**config.mk**
```make
export PLATFORM = sky130hd
export DESIGN_NAME = xbar_bank_adapter
export DESIGN_NICKNAME = d
export VERILOG_FILES = /design/src/rtl/xbar_bank_adapter.sv
export SDC_FILE = /design/constraint.sdc
export NUM_CORES = 1
export LEC_CHECK = 0
export ABC_AREA = 1
export BUFFER_PORTS_ARGS = -buffer_cell sky130_fd_sc_hd__buf_2
export CAP_MARGIN = 20
export CORE_UTILIZATION = 54
export CTS_CLUSTER_SIZE = 14
export DETAILED_ROUTE_END_ITERATION = 7
export GPL_TIMING_DRIVEN = 0
export PLACE_DENSITY_LB_ADDON = 0.25
export SYNTH_ARGS = -nofsm -noshare
export SYNTH_HDL_FRONTEND = slang
export SYNTH_SLANG_ARGS = --single-unit
```
**constraint.sdc**
```tcl
create_clock -name clk_i -period 5.3 [get_ports clk_i]
set_input_delay 0.53 -clock clk_i [delete_from_list [all_inputs] [get_ports clk_i]]
set_output_delay 0.53 -clock clk_i [all_outputs]
set_load 0.05 [all_outputs]
```
**src/rtl/xbar_bank_adapter.sv**
```systemverilog
// xbar_bank_adapter
// Bridges one crossbar target port onto a fixed-latency memory bank and
// returns responses in acceptance order through a small credit-managed FIFO.
//
// Ports
//   clk_i, rst_ni              clock, synchronous active-low reset
//   req_valid_i / req_ready_o  request handshake from the crossbar
//   req_ini_addr_i             initiator index, echoed on the response
//   req_addr_i, req_wen_i,
//   req_be_i, req_wdata_i      request payload, forwarded to the bank
//   mem_req_o, mem_wen_o,
//   mem_addr_o, mem_be_o,
//   mem_wdata_o                bank command (combinational pass-through)
//   mem_rdata_i                bank read data, MemLatency cycles after mem_req_o
//   resp_valid_o / resp_ready_i
//                              response handshake toward the return crossbar
//   resp_ini_addr_o, resp_rdata_o
//                              response payload from the FIFO head
module xbar_bank_adapter #(
  parameter int DataWidth     = 32,
  parameter int IniAddrWidth  = 2,
  parameter int BankAddrWidth = 10,
  parameter int MemLatency    = 1,
  parameter int RespDepth     = 3
) (
  input  logic                     clk_i,
  input  logic                     rst_ni,
  input  logic                     req_valid_i,
  output logic                     req_ready_o,
  input  logic [IniAddrWidth-1:0]  req_ini_addr_i,
  input  logic [BankAddrWidth-1:0] req_addr_i,
  input  logic                     req_wen_i,
  input  logic [DataWidth/8-1:0]   req_be_i,
  input  logic [DataWidth-1:0]     req_wdata_i,
  output logic                     mem_req_o,
  output logic                     mem_wen_o,
  output logic [BankAddrWidth-1:0] mem_addr_o,
  output logic [DataWidth/8-1:0]   mem_be_o,
  output logic [DataWidth-1:0]     mem_wdata_o,
  input  logic [DataWidth-1:0]     mem_rdata_i,
  output logic                     resp_valid_o,
  input  logic                     resp_ready_i,
  output logic [IniAddrWidth-1:0]  resp_ini_addr_o,
  output logic [DataWidth-1:0]     resp_rdata_o
);

  localparam int CreditWidth = $clog2(RespDepth + 1);
  localparam int PtrWidth    = (RespDepth > 1) ? $clog2(RespDepth) : 1;

  logic [CreditWidth-1:0]  credits_used;
  logic [CreditWidth-1:0]  fifo_count;
  logic                    accept;
  logic                    push;
  logic                    pop;
  logic [DataWidth-1:0]    push_rdata;

  logic [MemLatency-1:0]   pipe_valid;
  logic [MemLatency-1:0]   pipe_wen;
  logic [IniAddrWidth-1:0] pipe_ini [MemLatency];

  logic [DataWidth-1:0]    fifo_rdata [RespDepth];
  logic [IniAddrWidth-1:0] fifo_ini   [RespDepth];
  logic [PtrWidth-1:0]     wr_ptr;
  logic [PtrWidth-1:0]     rd_ptr;

  function automatic logic [PtrWidth-1:0] ptr_inc(input logic [PtrWidth-1:0] p);
    return (p == PtrWidth'(RespDepth - 1)) ? '0 : p + PtrWidth'(1);
  endfunction

  // Ready depends only on registered credit state, so there is no
  // combinational path from req_valid_i or resp_ready_i.
  assign req_ready_o = (credits_used < CreditWidth'(RespDepth));
  assign accept      = req_valid_i && req_ready_o;

  assign mem_req_o   = accept;
  assign mem_wen_o   = req_wen_i;
  assign mem_addr_o  = req_addr_i;
  assign mem_be_o    = req_be_i;
  assign mem_wdata_o = req_wdata_i;

  assign push       = pipe_valid[MemLatency-1];
  assign push_rdata = pipe_wen[MemLatency-1] ? '0 : mem_rdata_i;

  assign resp_valid_o    = (fifo_count != '0);
  assign pop             = resp_valid_o && resp_ready_i;
  assign resp_ini_addr_o = fifo_ini[rd_ptr];
  assign resp_rdata_o    = fifo_rdata[rd_ptr];

  // Every credit covers one slot that is either in flight in the bank or
  // sitting in the FIFO, which is what keeps the FIFO from overflowing.
  always_ff @(posedge clk_i) begin
    if (!rst_ni) begin
      credits_used <= '0;
    end else begin
      case ({accept, pop})
        2'b10:   credits_used <= credits_used + CreditWidth'(1);
        2'b01:   credits_used <= credits_used - CreditWidth'(1);
        default: credits_used <= credits_used;
      endcase
    end
  end

  always_ff @(posedge clk_i) begin
    if (!rst_ni) begin
      pipe_valid <= '0;
    end else begin
      pipe_valid[0] <= accept;
      for (int i = 1; i < MemLatency; i++) begin
        pipe_valid[i] <= pipe_valid[i-1];
      end
    end
  end

  // Sideband of the latency pipe; meaningless unless the matching valid is set.
  always_ff @(posedge clk_i) begin
    pipe_wen[0] <= req_wen_i;
    pipe_ini[0] <= req_ini_addr_i;
    for (int i = 1; i < MemLatency; i++) begin
      pipe_wen[i] <= pipe_wen[i-1];
      pipe_ini[i] <= pipe_ini[i-1];
    end
  end

  always_ff @(posedge clk_i) begin
    if (!rst_ni) begin
      wr_ptr     <= '0;
      rd_ptr     <= '0;
      fifo_count <= '0;
    end else begin
      if (push) wr_ptr <= ptr_inc(wr_ptr);
      if (pop)  rd_ptr <= ptr_inc(rd_ptr);
      case ({push, pop})
        2'b10:   fifo_count <= fifo_count + CreditWidth'(1);
        2'b01:   fifo_count <= fifo_count - CreditWidth'(1);
        default: fifo_count <= fifo_count;
      endcase
    end
  end

  always_ff @(posedge clk_i) begin
    if (push) begin
      fifo_rdata[wr_ptr] <= push_rdata;
      fifo_ini[wr_ptr]   <= pipe_ini[MemLatency-1];
    end
  end

`ifndef SYNTHESIS
  always_ff @(posedge clk_i) begin
    if (rst_ni) begin
      assert (!(push && !pop && (fifo_count == CreditWidth'(RespDepth))))
        else $error("push into full response FIFO");
    end
  end
`endif

endmodule

```
==> flow_summary.yaml, run 1 <==
die:
  initial_utilization_pct: 56.6
  die-area_um2: 9660
  placementRows: 34
  core_region_um2: 8850
  design.portCount: 169
  die_y_um: 98.3
  die-width_um: 98.3
place:
  post-place-ws_ps: 3520
  gp_congestion: 0.709
  total_of_buffers_placed_on_input_and_output_ports: 122
  dp_hpwl_um: 6760
worst_setup_path:
  critPathMostFrequentCell: "a21oi_1"
  cp_data_arrival_time_ps: 1750
  slowest_delay_ps: 320
  critPathTopFamily: "buffers and inverters"
  start_kind: "flip-flop"
  worst_path_max_delay_cell: "dfxtp_1"
  worstPathRequired_ps: 4770
  path_cells: "buf_6 > clkbuf_8 > a21oi_1 > a21oi_1 > buf_2"
  timing.critical_path.buf_inv: 3
  critical_path_class: "flip-flop to output pin"
  critical_path_peak_fanout: 10
  worst_setup_path_end_kind: "output pin"
route:
  detail_route.first_pass.iterations: 7
  avgRoutedWirePerCell_um: 14.4
  detailedRoute.firstIterationViolations: 202
  avgViaCountPerCell: 4.92
  vias: 3480
  detail_route.wirelength_um: 10200
  route.detailed.drc: 18
  postRouteAntennaNets: 0
global_routing:
  grt_remaining_overflow: 0
  grt_pass1_vias: 3380
  largest_net_degree_at_the_start_of_global_routing: 35
  first_pass_grt_wire_length_um: 15600
  antenna_violations_before_repair: 0
  globalRouteTotalUtil_pct: 21.8
clock_network:
  postCtsHoldBufs: 0
  clock_latency_ps: 520
  tritoncts_num_sinks: 116
  clock_path_buffers: 2
  clkSlewWorstSetupHoldPaths_ps: 60
  cts_inserted_buffers: 17
  clk_root_buffer_cell: "clkbuf_8"
  htreeDepth: 4
  post_cts.repair.setup_buffers: 0
  ctsResizeCount: 0
  tritoncts_clock_tree: "built"
synthesis:
  yosysWarningCount: 0
  synth_nets: 529
  asyncSetResetFlopFracSynth_pct: 0
  synthesis.area_per_instance_um2: 11.3
  postSynthCellCount: 442
  synth-edff-count: 102
  synthFlopType: "edfxtp_1"
  post_synth_instance_area_um2: 5000
  post_synth_num_cell_types: 21
  yosys_register_bits: 116
  synth.yosys.seq_area_share_pct: 66.8
power_and_ir_drop:
  total_power_mw: 2.80
  power_report.internal_total_mw: 1.88
  clkPwrFrac_pct: 38.3
  combinationalPowerShare_pct: 24.3
  switching_share_pct: 32.8
  power.sequential.fraction_pct: 37.4
  leakagePower_nw: 2.82
  power_switching_mw: 0.919
  powerDensity_nw_per_um2: 440
  irDropWorstVdd_mv: 0.312
timing:
  slew-limit-headroom_pct: 43.6
  timing.final.crit_share_pct: 43.0
  finalSetupViolations: 0
  max_slew.worst_pin.slew_ps: 845
  fin_skew_ps: 8.34
  finalWorstSetupSlack_ps: 3020
  finalHoldViolations: 0
  rsz0062_at_grt: "false"
  finalSetupTns_ps: 0
  final_period_minus_worst_setup_slack_ps: 2280
  timing_max_transition_violations_final: 0
  fmaxAchievable_ghz: 0.438
worst_hold_path:
  holdCritPathClass: "input pin to flip-flop"
final_layout:
  layout.filler_cells: 633
  areaGrowthSynthToFinish_pct: 27.3
  finalNetCount: 674
  insertedDiodeCount: 0
  final_util_pct: 72.0
  share_of_post_route_cells_with_drive_strength_above_1_pct: 39.2
run_status:
  run_status: "finished, violations left"
  failed_checks: "design-rule violations"
job:
  cap_viol_max_count: 0
[Yosys cell counts, types with 3 or more instances]
cell type,number,area (µm²)
buf_8,3,45.0
a21oi_2,6,52.6
inv_1,47,176
buf_2,3,15.0
nand2_1,47,176
buf_4,53,398
nor2_1,81,304
edfxtp_1,102,3060
o21ai_0,4,20.0
buf_6,3,33.8
a21oi_1,66,330
dfxtp_1,14,280
[flip-flops by register name (all words and copies together) (netlist names), named ones only]
| signal | flops |
|---|---|
| fifo_ini | 6 |
| pipe_valid | 1 |
| credits_used | 2 |
| fifo_rdata | 96 |
| pipe_wen | 1 |
| wr_ptr | 2 |
| rd_ptr | 2 |
| pipe_ini | 2 |
| fifo_count | 2 |
[final timing paths]
path / from / to / slack [ps] / depth (start not counted)
max: flip-flop / resp_rdata_o[9] / 3020 / 5
min: req_ini_addr_i[0] / pipe_ini[0][0] / 120 / 1
max reg2reg: wr_ptr[0] / fifo_rdata[1][2] / 3730 / 2
min reg2reg: pipe_ini[0][1] / fifo_ini[0][1] / 470 / 0
[cell type report]
| cell class | count | area [µm²] | area share, % |
|---|---|---|---|
| Buffer | 64 | 519 | 8.15 |
| Clock buffer | 17 | 414 | 6.50 |
| Clock inverter | 15 | 159 | 2.49 |
| Inverter | 50 | 200 | 3.14 |
| Multi-Input combinational cell | 212 | 947 | 14.9 |
| Sequential cell | 116 | 3340 | 52.5 |
| Tap cell | 108 | 135 | 2.12 |
| Timing Repair Buffer | 126 | 652 | 10.2 |
[metal layers]
layer	part of all wire, %	track usage [%]	routed length, µm	vias up
met3	6.3	6.16	643	15
li1	-	-	-	1716
met5	0	0	0	-
met1	39	23.9	3990	1610
met4	1.2	8.50	127	0
met2	53	39.8	5410	139
[power by group through the flow]
stage / combinational, mW / sequential [mW] / clock, mW
2_1_floorplan: 0.533 / 1.06 / 0
3_3_place_gp: 0.674 / 1.06 / 0
3_5_place_dp: 0.683 / 1.07 / 0
4_1_cts: 0.685 / 1.05 / 1.08
5_1_grt: 0.722 / 1.05 / 1.13
6_report: 0.680 / 1.05 / 1.07
[cell families after synthesis]
logic type	after synthesis	share of synthesized area, %
adders and majority gates	2	0.500
and+or+nand+nor	134	10.3
buffers and inverters	114	14.4
DFF	116	66.8
AOI/OAI and AO/OA	76	8.05
[layout by cell type, fill, tap and decap left out]
master	synthesis	routed
inv_6	1	3
buf_6	3	6
a21oi_2	6	6
nand2_1	47	47
clkinv_2	0	2
nand4_1	2	2
edfxtp_1	102	102
nand2_2	1	1
bufinv_16	0	2
o21ai_0	4	4
nor2_1	81	81
buf_4	53	54
buf_8	3	3
clkbuf_16	0	16
buf_2	3	125
nand3_1	2	2
clkinv_4	0	3
a21oi_1	66	66
clkinvlp_4	0	6
inv_8	1	1
inv_2	1	3
dfxtp_1	14	14
ha_1	2	2
clkbuf_8	2	3
nor3_2	0	1
inv_1	47	45
[through the flow]
stage / instances / hold WS [ps] / instance area (µm²)
floorplan: 442 / 421 / 5000
global placement: 672 / 433 / 5750
detailed placement: 676 / 458 / 5800
CTS: 708 / 99.3 / 6370
global route: 708 / 97.1 / 6370
finish: 708 / 116 / 6370
Note: power is estimated with default switching activity, not from simulation.
==> run 2: changes to the inputs <==
--- a/config.mk
+++ b/config.mk
@@ -8,7 +8,7 @@
 export ABC_AREA = 1
 export BUFFER_PORTS_ARGS = -buffer_cell sky130_fd_sc_hd__buf_2
 export CAP_MARGIN = 20
-export CORE_UTILIZATION = 54
+export CORE_UTILIZATION = 50
 export CTS_CLUSTER_SIZE = 14
 export DETAILED_ROUTE_END_ITERATION = 7
 export GPL_TIMING_DRIVEN = 0
==> constraint.sdc (replaced) <==
create_clock -name clk_i -period 2.4 [get_ports clk_i]
set_input_delay 0.24 -clock clk_i [delete_from_list [all_inputs] [get_ports clk_i]]
set_output_delay 0.24 -clock clk_i [all_outputs]
set_load 0.05 [all_outputs]
==> flow_summary.yaml, run 2 (synthesis results as in run 1) <==
run_status:
  run_status: "finished, final reports clean"
worst_hold_path:
  number_of_cells_traversed_by_the_worst_hold_path: 3
  hp-start: "mem_rdata_i[18]"
  worstHoldEndpoint: "fifo_rdata[2][18]"
  holdCritPathClass: "input pin to flip-flop"
route:
  vias: 3600
  detail_route.wirelength_um: 10800
  avgRoutedWirePerCell_um: 14.6
  detail_route.first_pass.iterations: 7
  avgViaCountPerCell: 4.89
  route.detailed.drc: 0
  postRouteAntennaNets: 0
  detailedRoute.firstIterationViolations: 140
clock_network:
  tritoncts_num_sinks: 116
  ctsResizeCount: 0
  tritoncts_clock_tree: "built"
  clkSlewWorstSetupHoldPaths_ps: 50
  postCtsHoldBufs: 5
  clk_root_buffer_cell: "clkbuf_8"
  htreeDepth: 4
  post_cts.repair.setup_buffers: 0
  clock_latency_ps: 520
  cts_inserted_buffers: 17
  clock_path_buffers: 2
global_routing:
  globalRouteTotalUtil_pct: 21.5
  largest_net_degree_at_the_start_of_global_routing: 35
  first_pass_grt_wire_length_um: 15900
  antenna_violations_before_repair: 0
  grt_remaining_overflow: 0
  grt_pass1_vias: 3447
job:
  cap_viol_max_count: 0
final_layout:
  final_common_cell: "buf_2"
  finalNetCount: 677
  largest_reg_flops: 96
  top_register: "fifo_rdata"
  areaGrowthSynthToFinish_pct: 28.1
  share_of_post_route_cells_with_drive_strength_above_1_pct: 37.6
  commonest_non_fill_non_tap_cells_in_the_layout: "buf_2, edfxtp_1, nor2_1, a21oi_1, buf_4"
  insertedDiodeCount: 0
  biggestRegsByFlops: "fifo_rdata x96, fifo_ini x6"
worst_setup_path:
  critical_path_peak_fanout: 10
  cp_data_arrival_time_ps: 1730
  worst_r2r_startpoint: "pipe_valid"
  rr_endpoint: "fifo_rdata[2][4]"
  start_kind: "flip-flop"
  r2r_cells: 4
  worst_setup_path_end_kind: "output pin"
  worstPathRequired_ps: 2160
  r2r_setup_slack_ps: 680
  critical_path_class: "flip-flop to output pin"
die:
  core_region_um2: 9730
  initial_utilization_pct: 51.4
  die-area_um2: 10400
  design.portCount: 169
  die_y_um: 102
  die-width_um: 102
  placementRows: 36
power_and_ir_drop:
  leakagePower_nw: 2.84
  total_power_mw: 6.02
  powerDensity_nw_per_um2: 939
  irDropWorstVdd_mv: 0.584
timing:
  timing_max_transition_violations_final: 0
  finalHoldWorstSlack_ps: 71.5
  fmaxAchievable_ghz: 0.507
  finalHoldViolations: 0
  rsz0062_at_grt: "false"
  finalSetupViolations: 0
  final_period_minus_worst_setup_slack_ps: 1970
  timing.final.crit_share_pct: 82.3
  fin_skew_ps: 8.78
  slew-limit-headroom_pct: 44.7
  max_slew.worst_pin.slew_ps: 828
place:
  dp_hpwl_um: 7040
  total_of_buffers_placed_on_input_and_output_ports: 122
  gp_congestion: 0.686
## run 2: stage by stage
stage          cells  setup slack [ps]  instance area, µm²  setup TNS [ps]  util [%]
2_1_floorplan    442               233                5010               0         -
3_3_place_gp     697              -680                5790          -23030      59.5
5_1_grt          736               302                6410               0      65.9
4_1_cts          736               373                6410               0      65.9
6_report         736               426                6410               0      65.9
3_5_place_dp     699               675                5840               0      60.0
## run 2: worst max-delay path, cell delays in order, from the launching register on
cell      delay (ps)
dfxtp_1          320
buf_6            150
clkbuf_8         190
a21oi_1           80
a21oi_1          180
buf_2            300
## run 2: power by group
| group | internal (mW) | total [mW] | switching, mW |
|---|---|---|---|
| combinational | 0.405 | 1.51 | 1.11 |
| sequential | 2.28 | 2.31 | 0.0322 |
| clock | 1.39 | 2.19 | 0.802 |
## run 2: worst max-delay path by stage
stage,from,to
finish,flip-flop,resp_rdata_o[20]
global route,flip-flop,resp_rdata_o[2]
CTS,flip-flop,resp_rdata_o[2]
detailed placement,pipe_valid,fifo_rdata[2][8]
global placement,pipe_valid,fifo_rdata[2][8]
floorplan,wr_ptr[1],fifo_ini[2][0]
## run 2: area by class of cell
| cell class | instances | area, µm² |
|---|---|---|
| Clock buffer | 26 | 498 |
| Sequential cell | 116 | 3340 |
| Buffer | 64 | 519 |
| Inverter | 50 | 200 |
| Timing Repair Buffer | 129 | 703 |
| Clock inverter | 6 | 27.5 |
| Fill cell | 779 | 3320 |
| Tap cell | 133 | 166 |
| Multi-Input combinational cell | 212 | 953 |
## run 2: per-layer routing
| layer | vias to the layer above | share of wire [%] | GRT usage [%] |
|---|---|---|---|
| li1 | 1722 | - | - |
| met1 | 1711 | 37 | 22.4 |
| met2 | 159 | 55 | 40.1 |
| met3 | 8 | 6.5 | 5.68 |
| met4 | 0 | 1.4 | 10.3 |
| met5 | - | 0 | 0 |
==> run 3: changes to the inputs <==
==> constraint.sdc (replaced) <==
create_clock -name clk_i -period 2 [get_ports clk_i]
set_input_delay 0.2 -clock clk_i [delete_from_list [all_inputs] [get_ports clk_i]]
set_output_delay 0.2 -clock clk_i [all_outputs]
set_load 0.05 [all_outputs]
==> flow_summary.yaml, run 3 (synthesis results as in run 1) <==
timing:
  timing_max_transition_violations_final: 0
  finalHoldViolations: 0
  max_slew.worst_pin.slew_ps: 821
  rsz0062_at_grt: "false"
  slew-limit-headroom_pct: 45.2
  final_period_minus_worst_setup_slack_ps: 1950
  finalSetupViolations: 0
  timing.final.crit_share_pct: 97.4
  finalHoldWorstSlack_ps: 33.3
  fin_skew_ps: 7.00
  fmaxAchievable_ghz: 0.514
worst_setup_path:
  r2r_setup_slack_ps: 370
  cp_data_arrival_time_ps: 1750
  critical_path_class: "flip-flop to output pin"
  start_kind: "flip-flop"
  worstPathRequired_ps: 1800
  critPathCapture: "resp_rdata_o[2]"
  worst_setup_path_end_kind: "output pin"
  worst_r2r_startpoint: "wr_ptr[1]"
  r2r_cells: 3
  critical_path_peak_fanout: 10
  rr_endpoint: "fifo_rdata[1][2]"
final_layout:
  non_filler_instances: 736
  post-route-cell-area_um2: 6490
  layout.filler_cells: 778
  commonest_non_fill_non_tap_cells_in_the_layout: "buf_2, edfxtp_1, nor2_1, a21oi_1, buf_4"
  areaGrowthSynthToFinish_pct: 29.6
  biggestRegsByFlops: "fifo_rdata x96, fifo_ini x6"
  final_util_pct: 66.7
  final_common_cell: "buf_2"
  insertedDiodeCount: 0
  top_register: "fifo_rdata"
  share_of_post_route_cells_with_drive_strength_above_1_pct: 38.5
  finalNetCount: 677
  largest_reg_flops: 96
power_and_ir_drop:
  power_report.internal_total_mw: 5.09
  switching_share_pct: 32.2
  powerDensity_nw_per_um2: 1160
  clkPwrFrac_pct: 38.6
  power.sequential.fraction_pct: 37.0
  leakagePower_nw: 2.86
  power_switching_mw: 2.42
  combinationalPowerShare_pct: 24.4
  irDropWorstVdd_mv: 0.607
global_routing:
  globalRouteTotalUtil_pct: 21.3
  grt_pass1_vias: 3390
  largest_net_degree_at_the_start_of_global_routing: 35
  antenna_violations_before_repair: 0
  first_pass_grt_wire_length_um: 15800
  grt_remaining_overflow: 0
clock_network:
  clk_root_buffer_cell: "clkbuf_8"
  clock_path_buffers: 2
  tritoncts_num_sinks: 116
  htreeDepth: 4
  tritoncts_clock_tree: "built"
  clock_latency_ps: 520
  cts_inserted_buffers: 17
  clkSlewWorstSetupHoldPaths_ps: 50
route:
  route.detailed.drc: 0
  detail_route.first_pass.iterations: 5
  avgViaCountPerCell: 4.82
  vias: 3545
  avgRoutedWirePerCell_um: 14.9
  detailedRoute.firstIterationViolations: 121
  postRouteAntennaNets: 0
  detail_route.wirelength_um: 10900
place:
  postPlaceCellArea_um2: 5840
  post-place-cells: 699
  dp_hpwl_um: 7020
  gp_congestion: 0.703
  total_of_buffers_placed_on_input_and_output_ports: 122
die:
  die_y_um: 102
  core_region_um2: 9730
  design.portCount: 169
  die-width_um: 102
  initial_utilization_pct: 51.4
  die-area_um2: 10400
  placementRows: 36
run_status:
  run_status: "finished, final reports clean"
worst_hold_path:
  holdCritPathClass: "input pin to flip-flop"
job:
  cap_viol_max_count: 0
## run 3: cell count changes in the layout (fill, tap and decap cells not counted), sizes merged
cell and delta:
bufinv +1, buf -1, clkinvlp +4, clkbuf -4
## run 3: how the worst min path moves through the flow
stage                         to         startpoint  slack (ps)  depth (start not counted)
2_1_floorplan     pipe_ini[0][0]  req_ini_addr_i[0]         230                          0
3_3_place_gp      pipe_ini[0][1]  req_ini_addr_i[1]         310                          1
3_5_place_dp      pipe_ini[0][1]  req_ini_addr_i[1]         300                          1
4_1_cts        fifo_rdata[2][24]    mem_rdata_i[24]          10                          3
5_1_grt        fifo_rdata[1][10]    mem_rdata_i[10]          30                          3
6_report       fifo_rdata[2][23]    mem_rdata_i[23]          30                          3
## run 3: power by group through the flow
stage | combinational (mW) | clock [mW] | sequential, mW
after floorplan | 1.41 | 0 | 2.82
after global placement | 1.79 | 0 | 2.82
after detailed placement | 1.82 | 0 | 2.82
after CTS | 1.84 | 2.94 | 2.78
after global routing | 1.96 | 3.02 | 2.78
final | 1.83 | 2.90 | 2.78
## run 3: per-stage QoR
step | setup TNS (ps) | power, mW | setup slack, ps
finish | 0 | 7.51 | 52.8
global route | 0 | 7.76 | 0.722
CTS | 0 | 7.55 | 5.88
detailed placement | 0 | 4.64 | 388
global placement | -11930 | 4.61 | -229
floorplan | 0 | 4.23 | 329
## run 3: cell type report
cell class              instances  area [µm²]  area share, %
clock buffers                  21         493           7.60
plain buffers                  64         519           8.01
well taps                     133         166           2.57
inverters                      50         200           3.09
clock inverters                11        97.6           1.50
repair buffers                129         713           11.0
flip-flops and latches        116        3340           51.5
multi-input cells             212         953           14.7
## run 3: metal layers
metal  track usage [%]  routed length, µm  share of wire, %
met5                 0                  0                 0
met4              10.5                201               1.8
met3              5.68                741               6.8
met2              39.2               5880                54
met1              22.3               4120                38
## run 3: what timing repair did
action,CTS,global route
setup endpoints to repair,1,3
hold buffers,5,0
hold endpoints to repair,9,0
setup buffers,0,0
resized for setup,1,5
## run 3: critical path, stage by stage (launching register included)
cell	delay, ps
dfxtp_1	300
buf_6	140
inv_6	80
buf_4	190
nor2_1	60
a21oi_1	210
buf_4	250
